===== src/rtl/ncl_rx_sync.sv =====
// ncl_rx_sync
// Receiving end of a dual-rail NCL four-phase channel. Every input rail is
// synchronised into the clock domain. Each completed DATA wavefront is
// acknowledged through ko and turned into a single-rail word. Words are
// buffered in a first-word-fall-through FIFO and presented on a valid/ready
// stream.
//
// Ports:
//   clk      in   system clock
//   rst_n    in   asynchronous active-low reset
//   d_t      in   [WIDTH] true rails  (DATA1 = t1/f0)
//   d_f      in   [WIDTH] false rails (DATA0 = t0/f1, NULL = t0/f0)
//   ko       out  1 = request-for-DATA, 0 = request-for-NULL
//   m_data   out  [WIDTH] word at the FIFO head (true rails of the wavefront)
//   m_valid  out  FIFO not empty
//   m_ready  in   consumer pops the head when m_valid & m_ready at an edge
//   err      out  sticky illegal-code flag
//
// Optional feature macro: NCL_RX_ERR_CHECK_EN
//   When defined, a bit with both rails high sets err and blocks capture.
//   A bit that returns to NULL and re-asserts before the whole word is NULL
//   also sets err. When undefined, err is tied low.

module ncl_rx_sync #(
  parameter int WIDTH       = 4,
  parameter int SYNC_STAGES = 2,
  parameter int FIFO_DEPTH  = 4
) (
  input  logic             clk,
  input  logic             rst_n,
  input  logic [WIDTH-1:0] d_t,
  input  logic [WIDTH-1:0] d_f,
  output logic             ko,
  output logic [WIDTH-1:0] m_data,
  output logic             m_valid,
  input  logic             m_ready,
  output logic             err
);

  localparam int AW = $clog2(FIFO_DEPTH);
  localparam logic [AW:0] PTR_ONE = 1;

  typedef enum logic [0:0] {
    WAIT_DATA = 1'b0,
    WAIT_NULL = 1'b1
  } state_t;

  state_t state_q, next_state;

  logic [WIDTH-1:0] sync_t [SYNC_STAGES];
  logic [WIDTH-1:0] sync_f [SYNC_STAGES];
  logic [WIDTH-1:0] s_t, s_f, rails_set;
  logic             complete, null_wf;

  logic [WIDTH-1:0] mem [FIFO_DEPTH];
  logic [AW:0]      wr_ptr, rd_ptr, rd_next;
  logic [WIDTH-1:0] head_q, head_d;
  logic             full, empty, pop, fifo_wr;

  // Rail synchronisers. Rails are monotonic within a phase, so skew between
  // bits can only delay completion and can never produce a false word.
  always_ff @(posedge clk or negedge rst_n) begin
    if (!rst_n) begin
      for (int s = 0; s < SYNC_STAGES; s++) begin
        sync_t[s] <= '0;
        sync_f[s] <= '0;
      end
    end else begin
      sync_t[0] <= d_t;
      sync_f[0] <= d_f;
      for (int s = 1; s < SYNC_STAGES; s++) begin
        sync_t[s] <= sync_t[s-1];
        sync_f[s] <= sync_f[s-1];
      end
    end
  end

  assign s_t       = sync_t[SYNC_STAGES-1];
  assign s_f       = sync_f[SYNC_STAGES-1];
  assign rails_set = s_t | s_f;
  assign null_wf   = (rails_set == '0);

`ifdef NCL_RX_ERR_CHECK_EN
  logic [WIDTH-1:0] illegal;
  logic [WIDTH-1:0] nulled_q;
  logic             err_q;

  assign illegal  = s_t & s_f;
  assign complete = (&rails_set) && !(|illegal);

  // Sticky error detection. nulled_q remembers which bits have already gone
  // back to NULL during the current NULL phase. A rail rising again on such
  // a bit before the full NULL is a protocol violation.
  always_ff @(posedge clk or negedge rst_n) begin
    if (!rst_n) begin
      err_q    <= 1'b0;
      nulled_q <= '0;
    end else begin
      if (|illegal)
        err_q <= 1'b1;
      if (state_q == WAIT_NULL) begin
        if (|(nulled_q & rails_set))
          err_q <= 1'b1;
        if (null_wf)
          nulled_q <= '0;
        else
          nulled_q <= nulled_q | ~rails_set;
      end else begin
        nulled_q <= '0;
      end
    end
  end

  assign err = err_q;
`else
  assign complete = &rails_set;
  assign err      = 1'b0;
`endif

  // FIFO status. Pointers carry one extra wrap bit so that full and empty
  // can be told apart.
  assign empty   = (wr_ptr == rd_ptr);
  assign full    = (wr_ptr[AW] != rd_ptr[AW]) && (wr_ptr[AW-1:0] == rd_ptr[AW-1:0]);
  assign pop     = !empty && m_ready;
  assign rd_next = rd_ptr + PTR_ONE;
  assign m_valid = !empty;
  assign m_data  = head_q;

  // Handshake FSM state register.
  always_ff @(posedge clk or negedge rst_n) begin
    if (!rst_n)
      state_q <= WAIT_DATA;
    else
      state_q <= next_state;
  end

  // Next-state logic and outputs. A pop in the same cycle frees a slot, so a
  // full FIFO can still accept the capture on that edge.
  always_comb begin
    next_state = state_q;
    fifo_wr    = 1'b0;
    ko         = 1'b1;
    case (state_q)
      WAIT_DATA: begin
        if (complete && (!full || pop)) begin
          fifo_wr    = 1'b1;
          next_state = WAIT_NULL;
        end
      end
      WAIT_NULL: begin
        ko = 1'b0;
        if (null_wf)
          next_state = WAIT_DATA;
      end
      default: next_state = WAIT_DATA;
    endcase
  end

  // Next head word. On a pop the following entry moves to the head. If the
  // entry being popped is the last one, the word written on the same edge
  // becomes the head. A write into an empty FIFO falls straight through.
  always_comb begin
    head_d = head_q;
    if (pop) begin
      if (rd_next == wr_ptr) begin
        if (fifo_wr)
          head_d = s_t;
      end else begin
        head_d = mem[rd_next[AW-1:0]];
      end
    end else if (empty && fifo_wr) begin
      head_d = s_t;
    end
  end

  // Pointer and head register update.
  always_ff @(posedge clk or negedge rst_n) begin
    if (!rst_n) begin
      wr_ptr <= '0;
      rd_ptr <= '0;
      head_q <= '0;
    end else begin
      head_q <= head_d;
      if (fifo_wr)
        wr_ptr <= wr_ptr + PTR_ONE;
      if (pop)
        rd_ptr <= rd_next;
    end
  end

  // Storage array. It needs no reset because empty entries are never read.
  always_ff @(posedge clk) begin
    if (fifo_wr)
      mem[wr_ptr[AW-1:0]] <= s_t;
  end

endmodule


===== config.mk =====
export PLATFORM = sky130hd
export DESIGN_NAME = ncl_rx_sync
export DESIGN_NICKNAME = d
export VERILOG_FILES = /design/src/rtl/ncl_rx_sync.sv
export SDC_FILE = /design/constraint.sdc
export NUM_CORES = 1
export LEC_CHECK = 0
export CAP_MARGIN = 10
export CORE_UTILIZATION = 35
export CTS_BUF_LIST = sky130_fd_sc_hd__clkbuf_16
export CTS_CLUSTER_SIZE = 24
export DETAILED_ROUTE_END_ITERATION = 6
export GPL_ROUTABILITY_DRIVEN = 0
export GPL_TIMING_DRIVEN = 0
export PLACE_DENSITY = 0.54
export SLEW_MARGIN = 5
export SYNTH_ARGS = -nofsm -noshare
export SYNTH_HDL_FRONTEND = slang
export SYNTH_SLANG_ARGS = --single-unit

===== constraint.sdc =====
create_clock -name clk -period 2.4 [get_ports clk]
set_input_delay 0.24 -clock clk [delete_from_list [all_inputs] [get_ports clk]]
set_output_delay 0.24 -clock clk [all_outputs]
set_load 0.01 [all_outputs]

==> flow_summary.toml <==
[outcome]
status = "finished, final reports clean"

[placement]
portBuffers = 16
place_ws_ps = 172.0
hpwl_um = 2206

[grt]
grt_max_degree = 28
overflow = 0
antenna_found_initial = 0
grt_pass1_vias = 1048
grt_usage = 0.1306
grt_pass1_wl_um = 5085

[timing]
finalSetupViolCount = 0
hold_viol = 0
skew_ps = 4.484
min_period_ps = 2299
fmax_ghz = 0.4349
grt_setup_unrepaired = "no"
drv_slew = 0
period_share = 0.9581
fin_ws_ps = 100.7
tightest_slew_ps = 585.1
slew_headroom = 0.6099
fin_setup_tns_ps = 0

[routing]
drt_iter0_markers = 55
postRouteAntennaNets = 0
drc = 0
vias = 1037
drtPass1Iterations = 4
wl_per_cell_um = 14.54
viasPerCell = 4.962
drt_wl_total_um = 3039

[setup_path]
critPathKind = "reg -> out"
path_cells = "buf_6 > xor2_4 > or3_1 > clkbuf_1 > clkdlybuf4s50_1"
path_buf_inv = 3
cp.depth = 5
cp.arrival_ps = 2060
cpMaxStageDelayCell = "clkdlybuf4s50_1"
end_kind = "output pin"
critPathTopFamily = "buffers and inverters"
start_kind = "flip-flop"
crit_path_max_fanout = 8
slowest_delay_ps = 500
worst-r2r-cell-count = 7
crit_required_ps = 2160

[synth]
ys_seq_elements = 43
seq_area_frac_synth = 0.6421
syn-num-nets = 132
syn_area_per_cell_um2 = 15.52
syn_area_um2 = 1800
synth_cells = 116
yosysWarnings = 0
ys_types = 30

[clock_network]
cts_setup_buffers = 0
cts_tree = "done"
root_buffer = "clkbuf_16"
cts.sink_count = 43
cts.path.max_buffers = 2
h-tree-depth = 2
clock_latency_ps = 280
cts_buffers = 5
path_clk_slew_ps = 60

[cells_and_area]
area_growth_pct = 23.84
layout-drive-gt1-share = 0.1338
n_antenna_cell = 0
final_common_cell = "dfrtp_1"
nets = 157
mostFrequentLayoutCells = "dfrtp_1, edfxtp_1, clkdlybuf4s50_1"

[min_path]
holdPathStages = 0
hold_class = "reg -> reg"

[die]
io-pin-count = 18
core.rowCount = 25
core-area_um2 = 4848
die_height_um = 73.73
die_x_um = 73.73
start_util = 0.3714
die_area_um2 = 5435

[pwr]
sw_frac_of_total = 0.3225
pwr-share-comb = 0.378
p_per_area_nw_per_um2 = 1277
p_clk_frac = 0.267
switchingPower_mw = 0.9180
power_frac_seq = 0.355
p_leak_nw = 0.9064
p_int_mw = 1.929
vdd_drop_max_uv = 590.2

[run]
max_cap_violations = 0
==> synthesized netlist by cell type <==
cell type  instances  share of area
o31a_1             1         0.0049
nand3_1            3         0.0083
dfrtp_1           27           0.38
mux2_2             1         0.0063
xnor3_1            1          0.013
and2_4             1         0.0049
conb_1             1         0.0021
nor2_1             6          0.013
nor4_1             2         0.0069
xnor2_1            3          0.015
o21ai_0            1         0.0028
mux4_1             4          0.058
or3_1              1         0.0035
buf_6              3          0.019
a311oi_1           8          0.039
or4b_4             1         0.0076
clkbuf_1           1         0.0021
buf_4              1         0.0042
ha_1               5          0.035
edfxtp_1          16           0.27
o22ai_1            1         0.0035
o21ai_1            1         0.0028
nand2_1            1         0.0021
xor2_4             1          0.015
a21o_1             1         0.0042
xor2_1             4          0.019
inv_1              8          0.017
o21a_1             4          0.017
and3_1             4          0.014
a221oi_1           4          0.019
==> registers in the layout, indices dropped and copies added, names as in the netlist <==
register and flops:
rd_ptr 3, sync_t 4, mem 16, sync_f 4, state_q 1, s_f 4, wr_ptr 3, s_t 4
m_data 4
==> cells by family (layout without fill, tap and decap cells) <==
family / Yosys count / in the layout / share of synthesized area
buffers and inverters: 13 / 39 / 0.04169
other: 1 / 1 / 0.002083
AOI/OAI and AO/OA: 21 / 21 / 0.09312
muxes: 5 / 5 / 0.06463
DFF: 43 / 43 / 0.6421
xor gates and xnor gates: 9 / 9 / 0.06185
adders and majority gates: 5 / 5 / 0.03475
and+or+nand+nor: 19 / 19 / 0.05976
==> path summary, 6_finish.rpt <==
kind	start	endpoint	slack, ps
min in group asynchronous	rst_n	m_data[1]	490
setup reg to reg	rd_ptr[0]	m_data[1]	270
max in group asynchronous	rst_n	s_t[1]	1510
setup / recovery	rd_ptr[0]	m_valid	100
hold reg to reg	sync_t[7]	s_t[3]	350
hold / removal	sync_t[7]	s_t[3]	350
==> power groups by stage <==
stage	sequential, mW	combinational [mW]	clock [mW]
finish	1.01	1.08	0.760
global route	1.03	1.18	0.809
CTS	1.01	1.09	0.778
detailed placement	1.02	1.08	0
global placement	1.02	1.05	0
floorplan	1.01	0.774	0
==> worst reg2reg max path, delay by kind of cell, from the launching register on <==
kind	cells	cell delay [ps]
XOR/XNOR	1	210
buffers and inverters	3	440
AO/OA/AOI/OAI	1	290
flip-flops	1	400
AND/OR/NAND/NOR	2	690
==> stage by stage <==
stage	instance area, µm²	hold slack (ps)	total power [mW]	utilization	std cells
floorplan	1800	-55.59	1.784	-	116
global placement	2044	332.5	2.067	0.4217	199
detailed placement	2049	339.3	2.108	0.4227	200
CTS	2218	353.3	2.877	0.4575	208
global route	2230	355.1	3.012	0.4599	209
finish	2230	352.4	2.847	0.4599	209
==> layout make-up <==
type,count,area (µm²)
Inverter,8,30.03
Multi-Input combinational cell,60,575.6
Clock inverter,3,43.79
Clock buffer,5,125.1
Tap cell,67,83.83
Sequential cell,43,1156
Timing Repair Buffer,18,170.2
Buffer,5,45.04
Fill cell,440,2619
==> routing by layer <==
layer  GRT usage  wire length [µm]
met2      0.2151              1550
met4     0.04487                46
met1      0.1614              1300
met5           0                 0
met3     0.04252               142
==> timing repair <==
item | in CTS | in global routing
setup endpoints to repair | 0 | 5
endpoints found under the hold margin | 0 | 4
hold buffers | 0 | 1
resized for setup | 0 | 1
Power figures use the tool's default switching activity.
